$ cat config.mk
export PLATFORM = sky130hd
export DESIGN_NAME = instruction_decode
export DESIGN_NICKNAME = d
export VERILOG_FILES = /design/src/rtl/instruction_decode.sv
export SDC_FILE = /design/constraint.sdc
export NUM_CORES = 2
export LEC_CHECK = 0
export ABC_AREA = 1
export ABC_CLOCK_PERIOD_IN_PS = 66600
export CAP_MARGIN = 30
export CORE_MARGIN = 3
export CORE_UTILIZATION = 30
export CTS_BUF_LIST = sky130_fd_sc_hd__clkbuf_2 sky130_fd_sc_hd__clkbuf_4 sky130_fd_sc_hd__clkbuf_8
export CTS_CLUSTER_DIAMETER = 50
export DETAILED_ROUTE_END_ITERATION = 16
export PLACE_DENSITY = 0.53
export RECOVER_POWER = 25
export SETUP_SLACK_MARGIN = 0.02
export SKIP_CTS_REPAIR_TIMING = 1
export SYNTH_ARGS = -nofsm -noshare
export SYNTH_HDL_FRONTEND = slang
export SYNTH_SLANG_ARGS = --single-unit
$ cat constraint.sdc
create_clock -name clk -period 66.6 [get_ports clk]
set_input_delay 13.32 -clock clk [delete_from_list [all_inputs] [get_ports clk]]
set_output_delay 13.32 -clock clk [all_outputs]
set_load 0.05 [all_outputs]
$ cat src/rtl/instruction_decode.sv
// Decode stage: register file read with write-through bypass, immediate generation,
// and the ID/EX pipeline register with an issued-instruction counter.
module instruction_decode #(
    parameter int DATA_W = 32,
    parameter int CNT_W  = 16
) (
    input  logic              clk,
    input  logic              rst,
    input  logic [31:0]       IFID,
    input  logic [7:0]        IFID_PC,
    input  logic              flush,
    input  logic              wb_en,
    input  logic [4:0]        wb_rd,
    input  logic [DATA_W-1:0] wb_data,
    output logic [39:0]       IDEX,
    output logic              IDEX_valid,
    output logic [DATA_W-1:0] IDEX_rs1_data,
    output logic [DATA_W-1:0] IDEX_rs2_data,
    output logic [DATA_W-1:0] IDEX_imm,
    output logic [CNT_W-1:0]  issue_count
);

    localparam logic [6:0] OP_R  = 7'b0110011;
    localparam logic [6:0] OP_I  = 7'b0010011;
    localparam logic [6:0] OP_LW = 7'b0000011;
    localparam logic [6:0] OP_SW = 7'b0100011;
    localparam logic [6:0] OP_B  = 7'b1100011;
    localparam logic [6:0] OP_J  = 7'b1101111;

    logic [DATA_W-1:0] r_regs [0:31];

    logic [6:0]        w_opcode;
    logic [4:0]        w_rs1;
    logic [4:0]        w_rs2;
    logic              w_known;
    logic              w_has_rd;
    logic              w_issue;
    logic [DATA_W-1:0] w_imm;
    logic [DATA_W-1:0] w_rs1_data;
    logic [DATA_W-1:0] w_rs2_data;

    assign w_opcode = IFID[6:0];
    assign w_rs1    = IFID[19:15];
    assign w_rs2    = IFID[24:20];

    always_comb begin
        w_known  = 1'b0;
        w_has_rd = 1'b1;
        w_imm    = '0;
        case (w_opcode)
            OP_R: begin
                w_known = 1'b1;
            end
            OP_I, OP_LW: begin
                w_known = 1'b1;
                w_imm   = {{(DATA_W-12){IFID[31]}}, IFID[31:20]};
            end
            OP_SW: begin
                w_known  = 1'b1;
                w_has_rd = 1'b0;
                w_imm    = {{(DATA_W-12){IFID[31]}}, IFID[31:25], IFID[11:7]};
            end
            OP_B: begin
                w_known  = 1'b1;
                w_has_rd = 1'b0;
                w_imm    = {{(DATA_W-13){IFID[31]}}, IFID[31], IFID[7],
                            IFID[30:25], IFID[11:8], 1'b0};
            end
            OP_J: begin
                w_known = 1'b1;
                w_imm   = {{(DATA_W-21){IFID[31]}}, IFID[31], IFID[19:12],
                           IFID[20], IFID[30:21], 1'b0};
            end
            default: begin
                w_known = 1'b0;
            end
        endcase
    end

    // A write-back landing this cycle is forwarded so the consumer never sees stale data.
    always_comb begin
        if (w_rs1 == 5'd0)
            w_rs1_data = '0;
        else if (wb_en && (wb_rd == w_rs1))
            w_rs1_data = wb_data;
        else
            w_rs1_data = r_regs[w_rs1];

        if (w_rs2 == 5'd0)
            w_rs2_data = '0;
        else if (wb_en && (wb_rd == w_rs2))
            w_rs2_data = wb_data;
        else
            w_rs2_data = r_regs[w_rs2];
    end

    assign w_issue = w_known && !flush;

    always_ff @(posedge clk or posedge rst) begin
        if (rst) begin
            for (int i = 0; i < 32; i++)
                r_regs[i] <= '0;
        end else if (wb_en && (wb_rd != 5'd0)) begin
            r_regs[wb_rd] <= wb_data;
        end
    end

    // Bubbles load all zeros so the opcode field can never match fetch hazard compares.
    always_ff @(posedge clk or posedge rst) begin
        if (rst) begin
            IDEX          <= '0;
            IDEX_valid    <= 1'b0;
            IDEX_rs1_data <= '0;
            IDEX_rs2_data <= '0;
            IDEX_imm      <= '0;
            issue_count   <= '0;
        end else if (w_issue) begin
            IDEX          <= {IFID_PC, IFID[31:12], (w_has_rd ? IFID[11:7] : 5'd0), IFID[6:0]};
            IDEX_valid    <= 1'b1;
            IDEX_rs1_data <= w_rs1_data;
            IDEX_rs2_data <= w_rs2_data;
            IDEX_imm      <= w_imm;
            issue_count   <= issue_count + CNT_W'(1);
        end else begin
            IDEX          <= '0;
            IDEX_valid    <= 1'b0;
            IDEX_rs1_data <= '0;
            IDEX_rs2_data <= '0;
            IDEX_imm      <= '0;
        end
    end

endmodule

==> impl_metrics.tcl <==
set metrics [dict create \
    final_cell_mix "3088 x nand2_1, 1376 x nand3_1, 1166 x dfrtp_1, 1141 x o21ai_0, 1002 x inv_1" \
    finClkSkew_ps 53.4 \
    slew_violations 600 \
    fp.coreArea_um2 211000 \
    clkTransAtPathRegs_ps 60 \
    place_congestion 0.832 \
    tightestPinTransition_ps 8680 \
    setup_viol 0 \
    hold_depth 0 \
    grt.overflow.total 0 \
    min_to "r_regs[998]" \
    critPathKind "in2async" \
    final_area_um2 73100 \
    cts_root_buf "clkbuf_8" \
    cp-start-kind "primary input" \
    die_h_um 468 \
    cts.path.max_buffers 3 \
    wirelength_um 268000 \
    areaGrowthSynthToFinish_pct 14.4 \
    synth-seq-cells 1166 \
    cts_tree "done" \
    slew_headroom_pct -479 \
    required_ps 65490 \
    fill_cells 22400 \
    status "complete, but fails checks" \
    holdWs_ps 375 \
    ys_seq_area_share_pct 45.6 \
    syn-num-nets 9324 \
    hpwlAfterDp_um 147000 \
    min-delay-start "r_regs[998]" \
    dpl_cell_area_um2 68500 \
    die_w_um 468 \
    synth_cell_types 29 \
    layout_commonest_cell "nand2_1" \
    period_minus_slack_ps 26590 \
    netlist_instances 9242 \
    htreeDepth 4 \
    power.total_mw 2.06 \
    endpoint_kind "async pin" \
    hold_path_class "reg2reg" \
    viasPerCell 5.22 \
    track_usage_pct 24.0 \
    post-route-period-util_pct 39.9 \
    die-area_um2 219000 \
    multi_input_area_um2 28200 \
    yosysWarnings 0 \
    first_pass_iters 7 \
    vias 63000 \
    cp_max_fo 161 \
    grt_max_degree 224 \
    violations "capacitance limit, slew limit" \
    initial_core_util_pct 30.3 \
    peakVddDrop_uv 25.9 \
    hold_violations 0 \
    layout-drive-gt1-share_pct 6.30 \
    r2r-end "IDEX_rs2_data[18]" \
    r2r_slack_ps 64880 \
    clock.fmax_ghz 0.0376 \
    cts_buffers 215 \
    clk_latency_ps 990 \
    drc_errors 0 \
    p_per_area_nw_per_um2 28.2 \
    first_global_vias 60300 \
    cts_num_sinks 1166 \
    port_buffers 233 \
    grt_antenna_before_repair 21 \
    dr.first_iter.drc_count 6988 \
    rows 168 \
    detail_route.wl_per_cell_um 22.2 \
    fin_nets 9153 \
    ff2ff_path_depth 7 \
    avgSynthCellArea_um2 6.92 \
    register_area_um2 29200 \
    arrival_ps 25480 \
    r2r_start "r_regs[370]" \
    synthesis.area_um2 63900 \
    grt_pass1_wl_um 397000 \
    pin_count 234 \
    rsz0062_at_grt "false" \
    setup_tns_ps 0 \
    drv_cap 13 \
    p_leak_nw 35.7 \
    ant_nets 0 \
]
==> through the flow <==
stage                     util, %  setup WS, ps  cells
after CTS                    34.7         50470  12000
final                        34.7         40010  12100
after global placement       32.2         49380  11600
after detailed placement     32.5         49400  11700
after global routing         34.7         37590  12100
after floorplan                 -         20440   9242
==> synth_stat cells <==
cell type	instances	area [µm²]
a21oi_1	220	1100
a22oi_1	5	37.5
buf_1	97	364
buf_2	77	385
buf_4	11	82.6
clkbuf_1	569	2140
clkinv_1	4	15.0
dfrtp_1	1166	29200
ha_1	1	12.5
inv_1	1003	3760
inv_2	12	45.0
nand2_1	3104	11700
nand2_2	1	6.26
nand3_1	1378	6900
nand3b_1	1	7.51
nand4_1	4	25.0
nor2_1	185	694
nor2_2	4	25.0
nor3_1	16	80.1
nor3_2	4	40.0
nor4_1	3	18.8
nor4_4	1	21.3
o211ai_1	150	1130
o21ai_0	1135	5680
o21ai_1	54	270
o22ai_1	6	37.5
or2_2	17	106
xnor2_1	5	43.8
xor2_1	9	78.8
==> report_power, final <==
group | switching (mW) | internal [mW] | total (mW) | leakage, nW
clock network | 0.330 | 0.425 | 0.755 | 2.50
logic | 0.272 | 0.136 | 0.408 | 18.2
registers | 0.0698 | 0.828 | 0.898 | 15.0
==> flip-flops by register name, indices dropped and copies added, names as in the netlist <==
register / flops
r_regs: 1024
IDEX_valid: 1
issue_count: 16
IDEX_rs2_data: 32
IDEX_imm: 21
IDEX: 40
IDEX_rs1_data: 32
==> worst max path at each step <==
| stage | to | slack [ps] | cells past startpoint | start |
|---|---|---|---|---|
| floorplan | IDEX[0] | 20440 | 1 | rst |
| global placement | r_regs[669] | 49380 | 5 | rst |
| detailed placement | r_regs[61] | 49400 | 5 | rst |
| CTS | IDEX_rs2_data[2] | 50470 | 5 | rst |
| global route | r_regs[458] | 37590 | 4 | rst |
| finish | r_regs[714] | 40010 | 4 | rst |
==> critical path, stage by stage <==
cell	delay (ps)
dlygate4sd3_1	550
clkinvlp_2	130
clkbuf_1	4730
clkbuf_1	6430
==> final cells by class <==
class	instances	area share, %
well taps	2805	4.80
diodes	14	0.0479
clock inverters	49	0.609
multi-input cells	6303	38.5
clock buffers	345	5.83
flip-flops and latches	1166	39.9
repair buffers	366	5.05
inverters	1019	5.29
==> kinds of logic (layout without fill, tap and decap cells) <==
family,Yosys count,after routing,synth area share (%)
buf+inv,1773,1779,10.6
xor+xnor,14,14,0.192
fa+ha+maj,1,1,0.0196
simple gates,4718,4718,30.6
other cells,0,14,0
flops,1166,1166,45.6
compound gates,1570,1570,12.9
==> per-layer routing <==
metal  routed length (µm)  global-route usage (%)
met4                15000                    12.5
met5                   13                       0
met3                21400                    4.01
met1               111000                    31.1
met2               120000                    38.4
Power figures use the tool's default switching activity.
